### config.mk
export PLATFORM = sky130hd
export DESIGN_NAME = imu_sample_scheduler
export DESIGN_NICKNAME = d
export VERILOG_FILES = /design/src/rtl/imu_pkg.sv /design/src/rtl/imu_period_timer.sv /design/src/rtl/imu_sample_scheduler.sv
export SDC_FILE = /design/constraint.sdc
export NUM_CORES = 1
export LEC_CHECK = 0
export CELL_PAD_IN_SITES_DETAIL_PLACEMENT = 1
export CELL_PAD_IN_SITES_GLOBAL_PLACEMENT = 2
export CORE_UTILIZATION = 30
export DETAILED_ROUTE_END_ITERATION = 7
export PLACE_DENSITY = 0.91
export SYNTH_ARGS = -nofsm -noshare
export SYNTH_HDL_FRONTEND = slang
export SYNTH_HIERARCHICAL = 1
export SYNTH_SLANG_ARGS = --single-unit
### constraint.sdc
create_clock -name clk -period 3.85 [get_ports clk]
set_clock_uncertainty 0.1 [all_clocks]
set_input_delay 0.77 -clock clk [delete_from_list [all_inputs] [get_ports clk]]
set_output_delay 0.77 -clock clk [all_outputs]
set_load 0.05 [all_outputs]
### src/rtl/imu_pkg.sv
// Shared types and constants for the IMU sample scheduler.
// State encoding, default widths and counter step helpers.
package imu_pkg;

  typedef enum logic [2:0] {
    IDLE,
    ADC_REQ,
    ADC_WAIT,
    MAG_REQ,
    MAG_WAIT,
    LATCH
  } state_t;

  localparam int ADC_W_DEF = 12;
  localparam int MAG_W_DEF = 16;

  localparam logic [7:0]  OVR_MAX  = 8'hFF;
  localparam logic [7:0]  OVR_STEP = 8'd1;
  localparam logic [15:0] CNT_STEP = 16'd1;

  function automatic logic [7:0] sat_inc(input logic [7:0] v);
    return (v == OVR_MAX) ? v : v + OVR_STEP;
  endfunction

endpackage

### src/rtl/imu_period_timer.sv
// Free-running sample period counter with enable.
// Holds at zero while disabled, so the first tick lands a full period later.
module imu_period_timer #(
  parameter int PERIOD = 50000
) (
  input  logic clk,
  input  logic reset,
  input  logic enable,
  output logic tick
);

  localparam int CW = $clog2(PERIOD);
  localparam logic [CW-1:0] LAST = CW'(PERIOD - 1);
  localparam logic [CW-1:0] ONE  = CW'(1);

  logic [CW-1:0] count;

  always_ff @(posedge clk) begin
    if (reset || !enable) begin
      count <= '0;
    end else if (count == LAST) begin
      count <= '0;
    end else begin
      count <= count + ONE;
    end
  end

  assign tick = enable && (count == LAST);

endmodule

### src/rtl/imu_sample_scheduler.sv
// Per-period ADC sweep then magnetometer read, latched into one snapshot.
// Tracks late sensors with sticky timeouts and counts ticks dropped while busy.
module imu_sample_scheduler
  import imu_pkg::*;
#(
  parameter int PERIOD  = 50000,
  parameter int TIMEOUT = 20000,
  parameter int ADC_W   = ADC_W_DEF,
  parameter int MAG_W   = MAG_W_DEF
) (
  input  logic             clk,
  input  logic             reset,
  input  logic             enable,
  output logic             adc_start,
  input  logic             adc_done,
  input  logic [ADC_W-1:0] adc_depth,
  input  logic [ADC_W-1:0] adc_gyro_x,
  input  logic [ADC_W-1:0] adc_gyro_y,
  input  logic [ADC_W-1:0] adc_gyro_z,
  output logic             mag_start,
  input  logic             mag_done,
  input  logic [MAG_W-1:0] mag_x,
  input  logic [MAG_W-1:0] mag_y,
  input  logic [MAG_W-1:0] mag_z,
  output logic [ADC_W-1:0] snap_depth,
  output logic [ADC_W-1:0] snap_gyro_x,
  output logic [ADC_W-1:0] snap_gyro_y,
  output logic [ADC_W-1:0] snap_gyro_z,
  output logic [MAG_W-1:0] snap_mag_x,
  output logic [MAG_W-1:0] snap_mag_y,
  output logic [MAG_W-1:0] snap_mag_z,
  output logic             sample_valid,
  output logic [15:0]      sample_count,
  output logic [7:0]       overrun_count,
  output logic             adc_timeout,
  output logic             mag_timeout,
  output logic [1:0]       stale,
  input  logic             clear_status
);

  localparam int WW = $clog2(TIMEOUT + 1);
  localparam logic [WW-1:0] W_LAST = WW'(TIMEOUT - 1);
  localparam logic [WW-1:0] W_ONE  = WW'(1);

  state_t state, next;
  logic tick;
  logic [WW-1:0] wcnt;
  logic wait_end, adc_cap, adc_to_ev, mag_fin, mag_to_ev, drop;

  logic [ADC_W-1:0] hold_depth, hold_gx, hold_gy, hold_gz;
  logic hold_stale;

  imu_period_timer #(.PERIOD(PERIOD)) u_timer (
    .clk    (clk),
    .reset  (reset),
    .enable (enable),
    .tick   (tick)
  );

  assign wait_end  = (wcnt == W_LAST);
  assign adc_cap   = (state == ADC_WAIT) && adc_done;
  assign adc_to_ev = (state == ADC_WAIT) && !adc_done && wait_end;
  assign mag_fin   = (state == MAG_WAIT) && (mag_done || wait_end);
  assign mag_to_ev = (state == MAG_WAIT) && !mag_done && wait_end;
  assign drop      = tick && (state != IDLE);

  assign sample_valid = (state == LATCH);

  always_ff @(posedge clk) begin
    if (reset) state <= IDLE;
    else       state <= next;
  end

  always_comb begin
    next      = state;
    adc_start = 1'b0;
    mag_start = 1'b0;
    unique case (state)
      IDLE:     if (tick) next = ADC_REQ;
      ADC_REQ: begin
        adc_start = 1'b1;
        next      = ADC_WAIT;
      end
      ADC_WAIT: if (adc_done || wait_end) next = MAG_REQ;
      MAG_REQ: begin
        mag_start = 1'b1;
        next      = MAG_WAIT;
      end
      MAG_WAIT: if (mag_done || wait_end) next = LATCH;
      LATCH:    next = IDLE;
      default:  next = IDLE;
    endcase
  end

  always_ff @(posedge clk) begin
    if (reset) begin
      wcnt <= '0;
    end else if (state == ADC_REQ || state == MAG_REQ) begin
      wcnt <= '0;
    end else if (state == ADC_WAIT || state == MAG_WAIT) begin
      wcnt <= wcnt + W_ONE;
    end
  end

  always_ff @(posedge clk) begin
    if (reset) begin
      hold_depth <= '0;
      hold_gx    <= '0;
      hold_gy    <= '0;
      hold_gz    <= '0;
      hold_stale <= 1'b0;
    end else if (adc_cap) begin
      hold_depth <= adc_depth;
      hold_gx    <= adc_gyro_x;
      hold_gy    <= adc_gyro_y;
      hold_gz    <= adc_gyro_z;
      hold_stale <= 1'b0;
    end else if (adc_to_ev) begin
      hold_stale <= 1'b1;
    end
  end

  // Snapshot loads on the MAG_WAIT exit edge so it is visible during LATCH.
  always_ff @(posedge clk) begin
    if (reset) begin
      snap_depth   <= '0;
      snap_gyro_x  <= '0;
      snap_gyro_y  <= '0;
      snap_gyro_z  <= '0;
      snap_mag_x   <= '0;
      snap_mag_y   <= '0;
      snap_mag_z   <= '0;
      stale        <= '0;
      sample_count <= '0;
    end else if (mag_fin) begin
      snap_depth   <= hold_depth;
      snap_gyro_x  <= hold_gx;
      snap_gyro_y  <= hold_gy;
      snap_gyro_z  <= hold_gz;
      if (mag_done) begin
        snap_mag_x <= mag_x;
        snap_mag_y <= mag_y;
        snap_mag_z <= mag_z;
      end
      stale        <= {!mag_done, hold_stale};
      sample_count <= sample_count + CNT_STEP;
    end
  end

  always_ff @(posedge clk) begin
    if (reset) begin
      adc_timeout   <= 1'b0;
      mag_timeout   <= 1'b0;
      overrun_count <= '0;
    end else begin
      if (adc_to_ev)         adc_timeout <= 1'b1;
      else if (clear_status) adc_timeout <= 1'b0;
      if (mag_to_ev)         mag_timeout <= 1'b1;
      else if (clear_status) mag_timeout <= 1'b0;
      if (drop)
        overrun_count <= clear_status ? OVR_STEP : sat_inc(overrun_count);
      else if (clear_status)
        overrun_count <= '0;
    end
  end

endmodule

=== Word level (Yosys, flattened, before mapping) ===
Cells that the tools add are included.

* Bits in read-only memories: 0
* Bits in writable memories: 0
* Memories kept: 0
* Register bits after elaboration: 207
* Output and inout port bits: 127
* Latch bits: 0
* Logic and storage cells: 76
* Bits of input ports: 102

* Equal/unequal tests: 12
* Multipliers: 0
* Mux-type cells: 13
* Order comparisons: 0
* Divide/modulo/power cells: 0
* Bitwise logic cells: 0
* Add/sub/neg operators: 4
* Reduce and logical (&&, ||, !) cells: 27
* Shift-type cells: 0

{| class="wikitable"
|+ Operator list
! kind !! count
|-
| adder 16 x 1 -> 16 bit (second input constant) || 2
|-
| 2-to-1 mux 8 bit || 4
|-
| == test 16 bit (second input constant) || 1
|-
| adder 15 x 1 -> 15 bit (second input constant) || 1
|-
| == test 15 bit (second input constant) || 1
|-
| case mux 3 bit (5 select lines) || 1
|-
| 2-to-1 mux 3 bit || 3
|-
| adder 8 x 1 -> 8 bit (second input constant) || 1
|-
| == test 8 bit (second input constant) || 1
|-
| logical AND 1 bit || 8
|-
| == test 3 x 2 -> 1 bit (second input constant) || 2
|-
| == test 3 bit (second input constant) || 2
|-
| nonzero test 2 bit || 3
|-
| OR reduction 2 bit || 3
|-
| logical OR 1 bit || 5
|-
| 2-to-1 mux 1 bit || 5
|-
| inequality test 2 x 1 -> 1 bit (second input constant) || 2
|-
| inequality test 2 bit (second input constant) || 2
|-
| AND reduction 2 bit || 2
|-
| == test 3 x 1 -> 1 bit (second input constant) || 1
|-
| zero test 1 bit || 3
|-
| zero test 3 bit || 1
|-
| AND reduction 3 bit || 1
|-
| nonzero test 3 bit || 1
|}

=== Longest topological paths before layout ===
Gate-level depths: netlist (run 1).

* Depth in word-level cells: 5
* Mapped depth: 8
* Mapped depth without buffers: 8

=== Modules after synthesis ===
Netlist (run 1), hierarchy kept.

{| class="wikitable"
|+ By module, submodules not included
! module !! cells an instance !! area each (sq um) !! times used !! seq. area each (sq um)
|-
| imu_sample_scheduler || 904 || 7,722.4 || 1 || 3,823.7
|-
| imu_period_timer || 81 || 719.4 || 1 || 320.3
|}

=== Worst setup path before layout (run 1) ===
No wires, ideal clock.

* Path kind: flip-flop to flip-flop
* Start point: register u_timer.count[11]
* End point: register overrun_count[7]
* Buffers on the path: 0
* Arrival time: 2,229 ps
* Clock period less this slack: 2,445 ps
* Data required time: 3,634 ps
* Setup slack: 1,405 ps
* Cell stages (with the launch flop): 8
* Library setup time: 116 ps
* Cell sequence: dfxtp_1 or4_1 nor4_2 and2_1 o31ai_1 a311oi_1 a211oi_1 a31o_2

* Cells in the longest elaborated chain, start to end: 5
* Elaborated cells on any way between the ends: 6
* Classes of those cells: eq/ne: 1; mux: 1; reduce/logical: 4

{| class="wikitable"
|+ Ends and longest elaborated chain
! element !! line !! source
|-
| start: declaration || imu_period_timer.sv:16 || <nowiki>logic [CW-1:0] count;</nowiki>
|-
| start signal: assignment || imu_period_timer.sv:24 || <nowiki>count <= count + ONE;</nowiki>
|-
| == test 16 bit * || imu_period_timer.sv:28 || <nowiki>assign tick = enable && (count == LAST);</nowiki>
|-
| logical AND 1 bit * || imu_period_timer.sv:28 ||
|-
| named net tick || imu_sample_scheduler.sv:46 || <nowiki>logic tick;</nowiki>
|-
| logical AND 1 bit * || imu_sample_scheduler.sv:65 || <nowiki>assign drop = tick && (state != IDLE);</nowiki>
|-
| nonzero test 2 bit (no source line) || -- ||
|-
| AND reduction 2 bit (no source line) || -- ||
|-
| end signal: assignment || imu_sample_scheduler.sv:161 || <nowiki>overrun_count <= clear_status ? OVR_STEP : sat_inc(overrun_count);</nowiki>
|-
| end: declaration || imu_sample_scheduler.sv:34 || <nowiki>output logic [7:0] overrun_count,</nowiki>
|}

Mark *: on every way through the listed nets, which the timed path passes. The rest lies on a longest branch.
A chain may end at the register's enable or synchronous reset.

=== Worst setup path after layout (run 1) ===
* Start point: register state[1]
* End point: output mag_start

* Cells in the longest elaborated chain, start to end: 2

{| class="wikitable"
|+ Ends and longest elaborated chain
! element !! line !! source
|-
| start: declaration || imu_sample_scheduler.sv:45 || <nowiki>state_t state, next;</nowiki>
|-
| start signal: assignment || imu_sample_scheduler.sv:71 || <nowiki>else state <= next;</nowiki>
|-
| == test 3 x 2 -> 1 bit || imu_sample_scheduler.sv:78 || <nowiki>unique case (state)</nowiki>
|-
| 2-to-1 mux 1 bit || imu_sample_scheduler.sv:78 ||
|-
| end: declaration || imu_sample_scheduler.sv:20 || <nowiki>output logic mag_start,</nowiki>
|}

Every way passes these cells.

==> results of run 1 <==
-- synthesized netlist by cell type (2+ instances only) --
library cell,count,area share (%)
a2111oi_0,2,0.21
a211oi_1,4,0.36
a21oi_1,123,7.3
a41oi_1,2,0.21
and2_1,6,0.44
and3_1,4,0.30
and4_1,4,0.41
buf_1,3,0.13
buf_2,4,0.24
buf_4,6,0.53
clkbuf_1,55,2.4
dfxtp_1,207,49
ha_1,4,0.59
inv_1,11,0.49
mux2i_1,51,6.0
nand2_1,210,9.3
nand2b_1,104,7.7
nand3_1,18,1.1
nand4_1,10,0.74
nand4b_1,2,0.21
nor2_1,37,1.6
nor2b_1,2,0.15
nor3_1,8,0.47
nor3b_1,3,0.27
nor4_1,9,0.67
nor4b_1,2,0.21
o21ai_0,6,0.36
o21bai_1,3,0.27
o31ai_1,17,1.5
or2_2,2,0.15
or3_1,7,0.52
or3b_2,2,0.21
or4_1,18,1.6
xnor2_1,23,2.4
xor2_1,2,0.21
-- metal layers --
metal	part of all wire, %	GRT usage (%)
met1	43	20.1
met2	46	28.7
met3	9.0	6.20
met4	1.7	3.72
met5	0	0
-- metrics by stage --
stage	util (%)	hold slack, ps	instance area (sq um)	total power, mW	worst slack, ps
3_3_place_gp	39.8	340	11000	2.37	1060
3_5_place_dp	39.8	348	11000	2.37	970
2_1_floorplan	-	330	8440	2.25	1400
6_report	43.0	354	11900	4.79	632
5_1_grt	43.0	369	11900	4.96	544
4_1_cts	43.0	355	11900	4.87	600
-- path summary, 6_finish.rpt --
path	start	end	slack (ps)	depth (start not counted)
setup / recovery	state[1]	mag_start	630	2
hold / removal	snap_mag_y[3]	snap_mag_y[3]	350	2
setup reg to reg	u_timer/count[0]	overrun_count[7]	1020	8
hold reg to reg	snap_mag_y[3]	snap_mag_y[3]	350	2
-- power groups by stage --
stage               combinational [mW]  sequential (mW)  clock, mW
finish                           0.177             2.14       2.46
detailed placement               0.178             2.19          0
global placement                 0.178             2.19          0
CTS                              0.179             2.14       2.55
floorplan                       0.0568             2.19          0
global route                     0.190             2.14       2.63
-- sequential cells by signal (all words and copies together), names as in the netlist, 3 cells and up --
name           cells
snap_gyro_z       12
snap_mag_x        16
snap_mag_z        16
snap_gyro_y       12
snap_gyro_x       12
snap_mag_y        16
sample_count      16
wcnt              15
u_timer/count     16
hold_gy           12
hold_gz           12
overrun_count      8
hold_gx           12
state              3
hold_depth        12
snap_depth        12
-- final cells by class --
type / count / area [sq um]
multi-input combinational: 698 / 3990
inverter: 11 / 41.3
tap: 378 / 473
timing repair buffer: 239 / 2390
clock buffer: 34 / 752
fill: 3225 / 15800
sequential: 207 / 4140
clock inverter: 14 / 136
-- worst reg2reg max path, stage by stage (launching register included) --
cell      delay [ps]
dfxtp_1          370
ha_1             220
nand3_1          230
nor4_2           370
and2_1           270
o31ai_1          160
a311oi_1         610
a211oi_1         160
a31o_2           230
-- logic make-up (layout without fill, tap and decap cells) --
family / Yosys count / count (layout) / synth area share, %
AOI/OAI and AO/OA: 164 / 164 / 10.9
adders and majority gates: 4 / 4 / 0.593
xor gates and xnor gates: 25 / 25 / 2.59
DFF: 207 / 207 / 49.1
buffers and inverters: 80 / 298 / 3.97
muxes: 51 / 51 / 6.05
and+or+nand+nor: 454 / 454 / 26.8
==> results_dict.tcl, run 1 <==
set metrics [dict create \
    grt_max_degree 128 \
    placed_cells 1533 \
    cts_resized 0 \
    p_switching_mw 1.02 \
    grt_pass1_vias 7655 \
    timing.final.crit_share_pct 83.6 \
    antenna_found_initial 0 \
    coreArea_sq_um 27700 \
    fin_tns_setup_ps 0 \
    clockRootBuffer "clkbuf_16" \
    path_class "register to primary output" \
    path_delay_family "buffers and inverters" \
    ios 229 \
    clock-sinks 207 \
    final_cell_mix "clkdlybuf4s50_1 (227), nand2_1 (210), dfxtp_1 (207)" \
    drc_errors 0 \
    synth.distinct_cells 49 \
    ys_seq_elements 207 \
    slew_violations 0 \
    wl_per_cell_microns 15.7 \
    grtUsageTotal_pct 16.9 \
    wl_microns 24800 \
    combPwrFrac_pct 3.7 \
    finalWorstPathRequiredPeriod_ps 3220 \
    die_w_microns 170 \
    hp-class "register to register" \
    crit_buf_inv 1 \
    ir_drop_uv 307 \
    die_y_microns 170 \
    routed_via_density 4.77 \
    fmax_ghz 0.311 \
    crit_fanout 17 \
    max_stage_delay_ps 830 \
    final-setup-viol-count 0 \
    dp_hpwl_microns 16700 \
    synthCells 985 \
    worstPathRequired_ps 2980 \
    outcome "complete, no violations" \
    avgSynthCellArea_sq_um 8.57 \
    syn_area_sq_um 8440 \
    antenna_cells 0 \
    routed-via-count 7547 \
    worstMarginPinSlew_ps 1290 \
    p_clk_share_pct 51.5 \
    antenna_left 0 \
    synth-edff-count 0 \
    gp_congestion 0.727 \
    ys_seq_area_share_pct 49.1 \
    cts_setup_buffers 0 \
    layout_commonest_cell "clkdlybuf4s50_1" \
    htree_levels 1 \
    hold_buffers 0 \
    grt_first_pass_wirelength_microns 39400 \
    initial_core_util_pct 30.5 \
    cp_cell_sequence "and2_1 -> clkdlybuf4s50_1" \
    layout.cells.non_filler 1581 \
    end_kind "primary output" \
    cp.arrival_ps 2350 \
    rows 61 \
    switching_share_pct 21.3 \
    finalHoldViolations 0 \
    cts_buffers 26 \
    dieArea_sq_um 28800 \
    seq_power_share_pct 44.8 \
    clk_pin_slew_worst_paths_ps 60 \
    intPower_mw 3.76 \
    powerDensity_nw_per_um2 401 \
    cp-start-kind "register" \
    drt-initial-drc-count 341 \
    syn_nets 1091 \
    final_layout_size_suffix_gt1_share_pct 5.74 \
    p_leak_nw 3.72 \
    nets 1289 \
    numPortBuffers 228 \
    ys_warn_count 6 \
    max-cap-violations 0 \
    rsz0062_at_grt "false" \
    drt_pass1_iterations 4 \
    async_flop_share_pct 0 \
    cts_buffer_depth 3 \
    grt-ovfl-total 0 \
    synthFlopType "dfxtp_1" \
    area_growth_pct 41.2 \
    relSlewSlack_pct 13.1 \
    cts_tree "built" \
    clk_latency_ps 520 \
    slowest_stage "clkdlybuf4s50_1" \
]
Note: power is estimated with default switching activity, not from simulation.
==> run 2, diff against run 1 <==
--- a/config.mk
+++ b/config.mk
@@ -7,9 +7,9 @@
 export LEC_CHECK = 0
 export CELL_PAD_IN_SITES_DETAIL_PLACEMENT = 1
 export CELL_PAD_IN_SITES_GLOBAL_PLACEMENT = 2
-export CORE_UTILIZATION = 30
+export CORE_UTILIZATION = 25
 export DETAILED_ROUTE_END_ITERATION = 7
-export PLACE_DENSITY = 0.91
+export PLACE_DENSITY = 0.81
 export SYNTH_ARGS = -nofsm -noshare
 export SYNTH_HDL_FRONTEND = slang
 export SYNTH_HIERARCHICAL = 1
==> constraint.sdc (replaced) <==
create_clock -name clk -period 2.9 [get_ports clk]
set_clock_uncertainty 0.1 [all_clocks]
set_input_delay 0.58 -clock clk [delete_from_list [all_inputs] [get_ports clk]]
set_output_delay 0.58 -clock clk [all_outputs]
set_load 0.05 [all_outputs]
==> run 2 against run 1 <==
  * Core utilization down 6.6 points
  * Final cell count up 4.0%
  * Clock-buffer cell count up 5
  * Worst setup slack worse by 300 ps
  * Sequential cell count unchanged
  * Critical path type unchanged
  * Sequential share of layout area down 0.15 points
  * Via count down 0.73%
==> results_dict.tcl, run 2 (synthesis gave the netlist of run 1 again) <==
set metrics [dict create \
    max-cap-violations 0 \
    htree_levels 1 \
    gp_congestion 0.727 \
    cts_buffer_depth 3 \
    coreArea_sq_um 32900 \
    cts_buffers 25 \
    path_delay_family "buffers and inverters" \
    fillCellCount 3885 \
    placed_area_sq_um 11200 \
    seqCellArea_sq_um 4140 \
    timing.final.crit_share_pct 88.6 \
    clockRootBuffer "clkbuf_16" \
    nets 1293 \
    cp.arrival_ps 1890 \
    grt_max_degree 89 \
    worstPathRequired_ps 2220 \
    drt_pass1_iterations 4 \
    rows 66 \
    worstMarginPinSlew_ps 626 \
    antenna_cells 0 \
    crit_fanout 9 \
    grtUsageTotal_pct 14.2 \
    wl_per_cell_microns 15.1 \
    cts_tree "built" \
    dieArea_sq_um 34500 \
    fmax_ghz 0.389 \
    finalWorstPathRequiredPeriod_ps 2570 \
    ir_drop_uv 417 \
    clk_latency_ps 520 \
    grt-ovfl-total 0 \
    grt_first_pass_wirelength_microns 39600 \
    cp-start-kind "register" \
    max_stage_delay_ps 870 \
    clock-sinks 207 \
    whs_path_depth 2 \
    relSlewSlack_pct 57.9 \
    slew_violations 0 \
    powerDensity_nw_per_um2 508 \
    final_cell_mix "clkdlybuf4s50_1 (224), nand2_1 (210), dfxtp_1 (207)" \
    wl_microns 24800 \
    drc_errors 0 \
    routed-via-count 7492 \
    cp_num_cells 1 \
    cp_cell_sequence "clkdlybuf4s50_1" \
    die_y_microns 186 \
    p_leak_nw 3.72 \
    grt_pass1_vias 7688 \
    multi_input_area_sq_um 3980 \
    crit_buf_inv 1 \
    antenna_left 0 \
    area_growth_pct 41.9 \
    dp_hpwl_microns 17000 \
    design_area_sq_um 12000 \
    path_class "register to primary output" \
    routed_via_density 4.55 \
    r2r_cells 8 \
    final-setup-viol-count 0 \
    final_layout_size_suffix_gt1_share_pct 5.57 \
    finalHoldViolations 0 \
    outcome "complete, no violations" \
    clk_pin_slew_worst_paths_ps 60 \
    ios 229 \
    rsz0062_at_grt "false" \
    hp-class "register to register" \
    slowest_stage "clkdlybuf4s50_1" \
    antenna_found_initial 2 \
    initial_core_util_pct 25.7 \
    drt-initial-drc-count 245 \
    post-route-util_pct 36.4 \
    fin_tns_setup_ps 0 \
    end_kind "primary output" \
    layout_commonest_cell "clkdlybuf4s50_1" \
    numPortBuffers 228 \
    die_w_microns 186 \
]
==> run 2: per-layer routing <==
metal / GRT usage (%) / share of wire (%) / vias up
met5: 0 / 0.052 / -
met4: 2.69 / 1.6 / 2
met3: 5.95 / 10 / 32
met2: 23.8 / 45 / 207
met1: 16.8 / 43 / 3524
li1: - / - / 3727
==> run 2: final cells by class <==
| class | count | area share (%) |
|---|---|---|
| repair buffers | 244 | 20.5 |
| flip-flops and latches | 207 | 34.6 |
| multi-input cells | 698 | 33.3 |
| clock inverters | 4 | 0.230 |
| inverters | 11 | 0.345 |
| well taps | 442 | 4.62 |
| clock buffers | 39 | 6.41 |
==> run 2: worst min-delay path, stage by stage, from the launching register on <==
cell and delay [ps]:
dfxtp_1 300, nand2_1 50, a21oi_1 50
==> run 2: final timing paths <==
check                                 startpoint               end  slack, ps
worst min register to register     hold_depth[1]     hold_depth[1]        350
worst min-delay path               hold_depth[1]     hold_depth[1]        350
worst max register to register  u_timer/count[0]  overrun_count[6]        360
worst max-delay path            overrun_count[7]  overrun_count[7]        330
==> run 2: stage by stage <==
step | setup WS [ps] | hold WS, ps | power, mW | cells
detailed placement | 257 | 349 | 3.15 | 1602
global route | 87.7 | 376 | 6.34 | 1645
CTS | 250 | 354 | 6.22 | 1645
finish | 331 | 353 | 6.09 | 1645
global placement | 365 | 341 | 3.15 | 1602
floorplan | 455 | 330 | 2.98 | 985
==> run 2: where the power goes <==
part | switching, mW | internal (mW)
sequential | 0.00134 | 2.85
combinational | 0.0869 | 0.149
clock | 1.20 | 1.80
==> run 2: timing repair <==
item	4_1_cts	5_1_grt
endpoints found under the setup margin	1	1
hold buffers	0	0
pin swaps	0	0
gates resized for setup	1	1
gates cloned	0	0
setup buffers	0	0
